File: config.mk
export PLATFORM = sky130hd
export DESIGN_NAME = pulse_seq_multi
export DESIGN_NICKNAME = d
export VERILOG_FILES = /design/src/rtl/pulse_seq_multi.sv
export SDC_FILE = /design/constraint.sdc
export NUM_CORES = 2
export LEC_CHECK = 0
export CORE_MARGIN = 5
export CORE_UTILIZATION = 30
export DETAILED_ROUTE_END_ITERATION = 16
export SETUP_SLACK_MARGIN = 0.02
export SKIP_CTS_REPAIR_TIMING = 1
export SLEW_MARGIN = 20
export SYNTH_ARGS = -nofsm -noshare
export SYNTH_HDL_FRONTEND = slang
export SYNTH_SLANG_ARGS = --single-unit
File: constraint.sdc
create_clock -name clk -period 8.8 [get_ports clk]
set_clock_uncertainty 0.1 [all_clocks]
set_input_delay 1.76 -clock clk [delete_from_list [all_inputs] [get_ports clk]]
set_output_delay 1.76 -clock clk [all_outputs]
set_load 0.02 [all_outputs]
File: src/rtl/pulse_seq_multi.sv
// Multi-channel gated pulse-train sequencer: NCH channels of repeated echoes, SYNC marker and
// receiver inhibit, with config double-buffered so it only changes at a period boundary.
module pulse_seq_multi #(
    parameter int unsigned NCH      = 2,
    parameter int unsigned CW       = 32,
    parameter int unsigned RW       = 8,
    parameter int unsigned SYNC_W   = 4,
    parameter int unsigned INH_TAIL = 16
) (
    input  logic              clk,
    input  logic              resetn,
    input  logic              enable,
    input  logic              cfg_valid,
    output logic              cfg_ready,
    input  logic [CW-1:0]     cfg_period,
    input  logic [NCH*CW-1:0] cfg_delay,
    input  logic [NCH*CW-1:0] cfg_width,
    input  logic [NCH*CW-1:0] cfg_spacing,
    input  logic [NCH*RW-1:0] cfg_repeat,
    output logic              sync_on,
    output logic [NCH-1:0]    pulse_on,
    output logic              inhib,
    output logic              period_done,
    output logic              busy
);

    localparam int unsigned EW = CW + 1;
    localparam int unsigned LW = RW + 1;
    localparam int unsigned TW = $clog2(INH_TAIL + 2);

    typedef enum logic {S_IDLE, S_RUN} state_t;
    typedef enum logic [1:0] {CH_WAIT, CH_ON, CH_GAP, CH_DONE} ch_st_t;

    state_t            state_q, state_d;
    logic [CW-1:0]     cnt_q, cnt_d;
    logic [CW-1:0]     act_period_q, act_period_d, sh_period_q, sh_period_d;
    logic [NCH*CW-1:0] act_delay_q, act_delay_d, sh_delay_q, sh_delay_d;
    logic [NCH*CW-1:0] act_width_q, act_width_d, sh_width_q, sh_width_d;
    logic [NCH*CW-1:0] act_spacing_q, act_spacing_d, sh_spacing_q, sh_spacing_d;
    logic [NCH*RW-1:0] act_repeat_q, act_repeat_d, sh_repeat_q, sh_repeat_d;
    logic              pend_q, pend_d, ready_q, ready_d;

    ch_st_t            ch_st_q [NCH];
    ch_st_t            ch_st_d [NCH];
    logic [EW-1:0]     rise_q [NCH];
    logic [EW-1:0]     rise_d [NCH];
    logic [EW-1:0]     fall_q [NCH];
    logic [EW-1:0]     fall_d [NCH];
    logic [LW-1:0]     left_q [NCH];
    logic [LW-1:0]     left_d [NCH];

    logic              sync_q, sync_d, inhib_q, inhib_d, done_q, done_d, busy_q, busy_d;
    logic [NCH-1:0]    pulse_q, pulse_d;
    logic [TW-1:0]     tail_q, tail_d;

    logic [CW-1:0]     per_c;
    logic              run_c, last_c, start_c, load_c, take_c;

    // Effective period is clamped to at least 2 ticks.
    always_comb begin
        per_c   = (act_period_q < CW'(2)) ? CW'(2) : act_period_q;
        run_c   = (state_q == S_RUN);
        last_c  = (cnt_q == per_c - CW'(1));
        start_c = run_c && (cnt_q == '0);
        take_c  = cfg_valid && ready_q;
    end

    always_comb begin
        state_d = state_q;
        cnt_d   = cnt_q;
        load_c  = 1'b0;
        case (state_q)
            S_IDLE: begin
                cnt_d = '0;
                if (enable) begin
                    state_d = S_RUN;
                    load_c  = 1'b1;
                end
            end
            S_RUN: begin
                if (last_c) begin
                    cnt_d  = '0;
                    load_c = 1'b1;
                    if (!enable) state_d = S_IDLE;
                end else begin
                    cnt_d = cnt_q + CW'(1);
                end
            end
            default: state_d = S_IDLE;
        endcase
    end

    // Shadow/active config; a pending shadow promotes only at a period boundary.
    always_comb begin
        act_period_d  = act_period_q;
        act_delay_d   = act_delay_q;
        act_width_d   = act_width_q;
        act_spacing_d = act_spacing_q;
        act_repeat_d  = act_repeat_q;
        sh_period_d   = sh_period_q;
        sh_delay_d    = sh_delay_q;
        sh_width_d    = sh_width_q;
        sh_spacing_d  = sh_spacing_q;
        sh_repeat_d   = sh_repeat_q;
        pend_d        = pend_q;
        if (load_c && pend_q) begin
            act_period_d  = sh_period_q;
            act_delay_d   = sh_delay_q;
            act_width_d   = sh_width_q;
            act_spacing_d = sh_spacing_q;
            act_repeat_d  = sh_repeat_q;
            pend_d        = 1'b0;
        end
        if (take_c) begin
            sh_period_d  = cfg_period;
            sh_delay_d   = cfg_delay;
            sh_width_d   = cfg_width;
            sh_spacing_d = cfg_spacing;
            sh_repeat_d  = cfg_repeat;
            pend_d       = 1'b1;
        end
        ready_d = !pend_d;
    end

    // Per-channel sub-FSM: tracks next rising edge, current falling edge and rises left.
    always_comb begin
        for (int k = 0; k < NCH; k++) begin
            ch_st_t        st;
            logic [EW-1:0] c, per, wid, spc, rise, fall;
            logic [LW-1:0] left;
            logic          hit, on, more;
            c    = EW'(cnt_q);
            per  = EW'(per_c);
            wid  = EW'(act_width_q[k*CW +: CW]);
            spc  = EW'(act_spacing_q[k*CW +: CW]);
            st   = start_c ? CH_WAIT : ch_st_q[k];
            rise = start_c ? EW'(act_delay_q[k*CW +: CW]) : rise_q[k];
            fall = start_c ? '0 : fall_q[k];
            left = start_c ? LW'(act_repeat_q[k*RW +: RW]) + LW'(1) : left_q[k];
            hit  = run_c && (st != CH_DONE) && (left != '0) && (wid != '0) && (c == rise);
            if (hit) begin
                fall = c + wid;
                rise = rise + spc;
                left = left - LW'(1);
            end
            on   = run_c && (wid != '0) && (hit || (c < fall));
            more = (left != '0) && (wid != '0) && (rise < per);
            if (!run_c)     ch_st_d[k] = CH_DONE;
            else if (on)    ch_st_d[k] = CH_ON;
            else if (more)  ch_st_d[k] = (st == CH_WAIT) ? CH_WAIT : CH_GAP;
            else            ch_st_d[k] = CH_DONE;
            rise_d[k]  = rise;
            fall_d[k]  = fall;
            left_d[k]  = left;
            pulse_d[k] = on;
        end
    end

    // Status outputs share the channels' one-tick latency so all edges line up.
    always_comb begin
        sync_d = run_c && (64'(cnt_q) < 64'(SYNC_W));
        done_d = run_c && last_c;
        busy_d = run_c;
        if (!run_c) begin
            inhib_d = 1'b0;
            tail_d  = '0;
        end else if (|pulse_d) begin
            inhib_d = 1'b1;
            tail_d  = TW'(INH_TAIL);
        end else begin
            inhib_d = (tail_q != '0);
            tail_d  = (tail_q != '0) ? tail_q - TW'(1) : '0;
        end
    end

    always_ff @(posedge clk or negedge resetn) begin
        if (!resetn) begin
            state_q       <= S_IDLE;
            cnt_q         <= '0;
            act_period_q  <= '0;
            act_delay_q   <= '0;
            act_width_q   <= '0;
            act_spacing_q <= '0;
            act_repeat_q  <= '0;
            sh_period_q   <= '0;
            sh_delay_q    <= '0;
            sh_width_q    <= '0;
            sh_spacing_q  <= '0;
            sh_repeat_q   <= '0;
            pend_q        <= 1'b0;
            ready_q       <= 1'b1;
            for (int k = 0; k < NCH; k++) begin
                ch_st_q[k] <= CH_DONE;
                rise_q[k]  <= '0;
                fall_q[k]  <= '0;
                left_q[k]  <= '0;
            end
            sync_q  <= 1'b0;
            pulse_q <= '0;
            inhib_q <= 1'b0;
            done_q  <= 1'b0;
            busy_q  <= 1'b0;
            tail_q  <= '0;
        end else begin
            state_q       <= state_d;
            cnt_q         <= cnt_d;
            act_period_q  <= act_period_d;
            act_delay_q   <= act_delay_d;
            act_width_q   <= act_width_d;
            act_spacing_q <= act_spacing_d;
            act_repeat_q  <= act_repeat_d;
            sh_period_q   <= sh_period_d;
            sh_delay_q    <= sh_delay_d;
            sh_width_q    <= sh_width_d;
            sh_spacing_q  <= sh_spacing_d;
            sh_repeat_q   <= sh_repeat_d;
            pend_q        <= pend_d;
            ready_q       <= ready_d;
            for (int k = 0; k < NCH; k++) begin
                ch_st_q[k] <= ch_st_d[k];
                rise_q[k]  <= rise_d[k];
                fall_q[k]  <= fall_d[k];
                left_q[k]  <= left_d[k];
            end
            sync_q  <= sync_d;
            pulse_q <= pulse_d;
            inhib_q <= inhib_d;
            done_q  <= done_d;
            busy_q  <= busy_d;
            tail_q  <= tail_d;
        end
    end

    assign cfg_ready   = ready_q;
    assign sync_on     = sync_q;
    assign pulse_on    = pulse_q;
    assign inhib       = inhib_q;
    assign period_done = done_q;
    assign busy        = busy_q;

endmodule
==> report_table.html <==
<table>
<tr><th>Metric</th><th>Value</th></tr>
<tr><th colspan="2">Worst setup path</th></tr>
<tr><td>Slowest cell delay on critical path</td><td>0.79 ns</td></tr>
<tr><td>CP endpoint kind</td><td>register</td></tr>
<tr><td>Logic depth of the worst register-to-register path</td><td>28</td></tr>
<tr><td>Startpoint kind of the worst setup timing path</td><td>register</td></tr>
<tr><td>Path type of the worst setup path</td><td>reg -&gt; reg</td></tr>
<tr><td>Critical-path top delay cell</td><td>nor3_4</td></tr>
<tr><td>Worst r2r src</td><td>cnt_q[15]</td></tr>
<tr><td>Register-to-register path setup slack</td><td>0.62 ns</td></tr>
<tr><td>Reg2reg end</td><td>ch_st_q[1]</td></tr>
<tr><td>Critical Path RT</td><td>9.33 ns</td></tr>
<tr><td>Crit-path max FO</td><td>27</td></tr>
<tr><td>Worst Path Arrival</td><td>8.70 ns</td></tr>
<tr><th colspan="2">Yosys</th></tr>
<tr><td>Syn_nets</td><td>between 4k and 5k</td></tr>
<tr><td>Number of distinct standard cells referenced by the synthesized netlist</td><td>91</td></tr>
<tr><td>Synthesized netlist cell count</td><td>3625</td></tr>
<tr><td>Sequential fraction of the synthesis area</td><td>43.6%</td></tr>
<tr><td>Count of warnings emitted by yosys</td><td>0</td></tr>
<tr><td>Register bit count reported by yosys</td><td>680</td></tr>
<tr><td>Post-synth EDFFs</td><td>0</td></tr>
<tr><td>Most frequently used flop master after synthesis</td><td>dfrtp_1</td></tr>
<tr><td>Async set or reset register ratio after synthesis</td><td>100%</td></tr>
<tr><td>Post-synthesis instance area</td><td>39100 µm²</td></tr>
<tr><td>Average footprint of a synthesized cell</td><td>between 10 and 15 µm²</td></tr>
<tr><th colspan="2">Status</th></tr>
<tr><td>Run status</td><td>completed</td></tr>
<tr><th colspan="2">Final layout</th></tr>
<tr><td>Area growth, synth to finish</td><td>19.1%</td></tr>
<tr><td>Proportion of layout cells with a drive suffix above 1</td><td>19.8%</td></tr>
<tr><td>NumNets Final</td><td>4415</td></tr>
<tr><td>Final design instance area without fill</td><td>46600 µm²</td></tr>
<tr><th colspan="2">Placed design</th></tr>
<tr><td>Count of port buffers added during placement</td><td>250</td></tr>
<tr><td>Placed wire-length estimate</td><td>97800 µm</td></tr>
<tr><td>Final weighted congestion in routability-driven placement</td><td>around 0.94</td></tr>
<tr><td>Total placed instance area</td><td>43800 µm²</td></tr>
<tr><th colspan="2">Clock tree</th></tr>
<tr><td>Root buffer cell</td><td>clkbuf_16</td></tr>
<tr><td>CTS tree</td><td>built</td></tr>
<tr><td>Clock insertion delay at the later pin of the skew report</td><td>0.70 ns</td></tr>
<tr><td>Clk sinks</td><td>680</td></tr>
<tr><td># H-tree levels</td><td>3</td></tr>
<tr><td>Clock buffer depth</td><td>3</td></tr>
<tr><td>Number of clock buffers inserted by TritonCTS</td><td>82</td></tr>
<tr><td>Clock slew at reported path FFs</td><td>0.06 ns</td></tr>
<tr><th colspan="2">Global route</th></tr>
<tr><td>Vias in the first global route</td><td>between 20k and 30k</td></tr>
<tr><td>Global-route wire length before repair</td><td>192000 µm</td></tr>
<tr><td>Largest net degree at the start of global routing</td><td>168</td></tr>
<tr><td>Global-route usage over all layers</td><td>between 10% and 20%</td></tr>
<tr><td>Gr ovfl total</td><td>0</td></tr>
<tr><td>Number of antenna violations at the first check in global routing</td><td>4</td></tr>
<tr><th colspan="2">Floorplanning</th></tr>
<tr><td>Die Y-Extent</td><td>371 µm</td></tr>
<tr><td>Core area</td><td>129000 µm²</td></tr>
<tr><td>DIE AREA</td><td>138000 µm²</td></tr>
<tr><td>Die W</td><td>371 µm</td></tr>
<tr><td>Cell Rows</td><td>132</td></tr>
<tr><td>I/O pin count</td><td>251</td></tr>
<tr><td>Initial Utilization</td><td>30.2%</td></tr>
<tr><th colspan="2">Pwr</th></tr>
<tr><td>Reported leakage power</td><td>between 0.02 and 0.025 µW</td></tr>
<tr><td>Areal power density over the cells</td><td>about 260 nW/µm²</td></tr>
<tr><td>Peak VDD IR</td><td>~0.00015 V</td></tr>
<tr><th colspan="2">Min path</th></tr>
<tr><td>Worst hold path startpoint</td><td>tail_q[0]</td></tr>
<tr><td>HP Class</td><td>reg -&gt; reg</td></tr>
<tr><td>Worst hold path stage count</td><td>1</td></tr>
<tr><td>Hold-critical path endpoint</td><td>tail_q[0]</td></tr>
<tr><th colspan="2">STA</th></tr>
<tr><td>Setup Total Neg Slack</td><td>0 ns</td></tr>
<tr><td>Slew at the pin closest to its max-slew limit</td><td>1.14 ns</td></tr>
<tr><td>Worst slew margin relative to its limit</td><td>23.8%</td></tr>
<tr><td>Achievable Freq</td><td>122 MHz</td></tr>
<tr><td>Setup repair after global routing missed its margin</td><td>false</td></tr>
<tr><td>Final min period</td><td>8.18 ns</td></tr>
<tr><td>Total count of hold-check failures in the final report</td><td>0</td></tr>
<tr><td>Fin. max-slew vios</td><td>0</td></tr>
<tr><td>Share of the clock period used by the worst path</td><td>between 90 and 100%</td></tr>
<tr><td>Final setup fails</td><td>0</td></tr>
<tr><th colspan="2">Detailed routing</th></tr>
<tr><td>Drt first-iter violations</td><td>roughly 2.2k</td></tr>
<tr><td>Ratio of routed vias to standard cells</td><td>roughly 5</td></tr>
<tr><td>Wirelength per Cell</td><td>22.6 µm</td></tr>
<tr><td># DRC</td><td>0</td></tr>
<tr><td>Via count</td><td>29.4k</td></tr>
<tr><td>Total wire length after detailed routing</td><td>129000 µm</td></tr>
<tr><td>First-pass DRT Iterations</td><td>7</td></tr>
<tr><td>Number of nets with antenna violations after routing</td><td>0</td></tr>
<tr><th colspan="2">Run</th></tr>
<tr><td>Number of max-cap violations</td><td>0</td></tr>
</table>
-- sequential cells by signal, summed over array words and instances, names as in the netlist, 2 cells and up --
name and count:
left_q 18, act_repeat_q 16, sh_repeat_q 16, sh_width_q 64
cnt_q 32, pulse_on 2, act_period_q 32, rise_q 66
sh_spacing_q 64, act_spacing_q 64, sh_period_q 32, act_width_q 64
act_delay_q 64, sh_delay_q 64, fall_q 66, tail_q 5
ch_st_q 4
-- cells by family (layout without fill, tap and decap cells) --
group / count (synthesis) / count (layout) / share of synthesized area, %
adders and majority gates: 264 / 264 / 8.53
other: 0 / 2 / 0
xor gates and xnor gates: 248 / 248 / 5.56
buffers and inverters: 309 / 655 / 3.37
muxes: 545 / 545 / 15.6
and+or+nand+nor: 894 / 894 / 11.8
DFF: 680 / 680 / 43.6
AOI/OAI and AO/OA: 685 / 685 / 11.6
-- metrics by stage --
step           worst slack [ns]  total power, µW  hold slack, ns  util (%)  cells
4_1_cts                   0.811            12300           0.365      35.9   5713
3_5_place_dp              0.863             8830           0.361      33.8   5565
5_1_grt                   0.269            13000           0.379      35.9   5713
6_report                  0.624            12200           0.364      36.0   5715
3_3_place_gp               1.09             8780           0.350      33.8   5565
2_1_floorplan              1.27             7310           0.309         -   3625
-- how the worst max path moves through the flow --
stage / start / endpoint
2_1_floorplan: cnt_q[1] / ch_st_q[3]
3_3_place_gp: cnt_q[15] / ch_st_q[1]
3_5_place_dp: cnt_q[15] / ch_st_q[1]
4_1_cts: cnt_q[15] / ch_st_q[1]
5_1_grt: cnt_q[15] / ch_st_q[1]
6_report: cnt_q[15] / ch_st_q[1]
-- layout make-up --
class | instances | area (µm²)
fill | 12900 | 82900
antenna | 2 | 5.00
clock buffer | 110 | 2300
sequential | 680 | 17000
multi-input combinational | 2636 | 20800
clock inverter | 38 | 419
inverter | 169 | 634
tap | 1742 | 2180
timing repair buffer | 338 | 3230
-- per-layer routing --
layer	up-vias	part of all wire [%]	global-route usage, %
met3	235	5.5	3.10
met4	2	4.0	6.85
met5	-	0.0085	0
met1	14600	44	24.4
met2	856	47	30.4
li1	13700	-	-
-- cell usage after synthesis, drive strengths merged, types with 39 or more instances --
| cell type | n | share of area, % |
|---|---|---|
| dfrtp | 675 | 43 |
| mux2 | 513 | 15 |
| ha | 260 | 8.3 |
| nand2 | 241 | 2.3 |
| a21oi | 196 | 2.5 |
| nor2 | 173 | 1.7 |
| inv | 168 | 1.6 |
| xnor2 | 167 | 3.7 |
| a21o | 111 | 2.1 |
| nand3 | 107 | 1.4 |
| o21ai | 106 | 1.4 |
| xor2 | 81 | 1.8 |
| clkbuf | 75 | 0.72 |
| buf | 65 | 1.0 |
| nand4 | 63 | 1.1 |
| nor4 | 61 | 1.2 |
| and3 | 57 | 0.91 |
| nor2b | 43 | 0.69 |
| nor3 | 42 | 0.58 |
| o21a | 39 | 0.75 |
-- critical path, delay by kind of cell, from the launching register on --
family | cells | cell delay (ns)
flip-flops | 1 | 0.60
AO/OA/AOI/OAI | 10 | 2.58
XOR/XNOR | 1 | 0.08
multiplexers | 2 | 0.63
adder cells (fa/ha/maj) | 3 | 0.70
AND/OR/NAND/NOR | 9 | 2.72
buffers and inverters | 3 | 0.69
-- placed cells by master, fill, tap and decap left out, drive strengths merged, types with 17 or more instances in the layout --
cell,Yosys,routed
nor2,173,173
mux2,513,513
nand4,63,63
clkbuf,75,110
nor4,61,61
nand2,241,241
o211ai,17,17
o21ai,106,106
o21a,39,39
ha,260,260
dfrtp,675,675
xor2,81,81
clkinv,1,21
mux2i,32,32
o21bai,24,24
nor3,42,42
a21o,111,111
and3,57,57
buf,65,89
a21oi,196,196
nand3,107,107
nor2b,43,43
clkdlybuf4s50,0,249
a31oi,36,36
xnor2,167,167
nand2b,36,36
inv,168,173
-- power breakdown --
part	internal, µW	leakage, µW	switching (µW)
sequential	4010	0.00867	683
clock	1950	0.00130	1460
combinational	1940	0.0116	2190
Note: power is estimated with default switching activity, not from simulation.
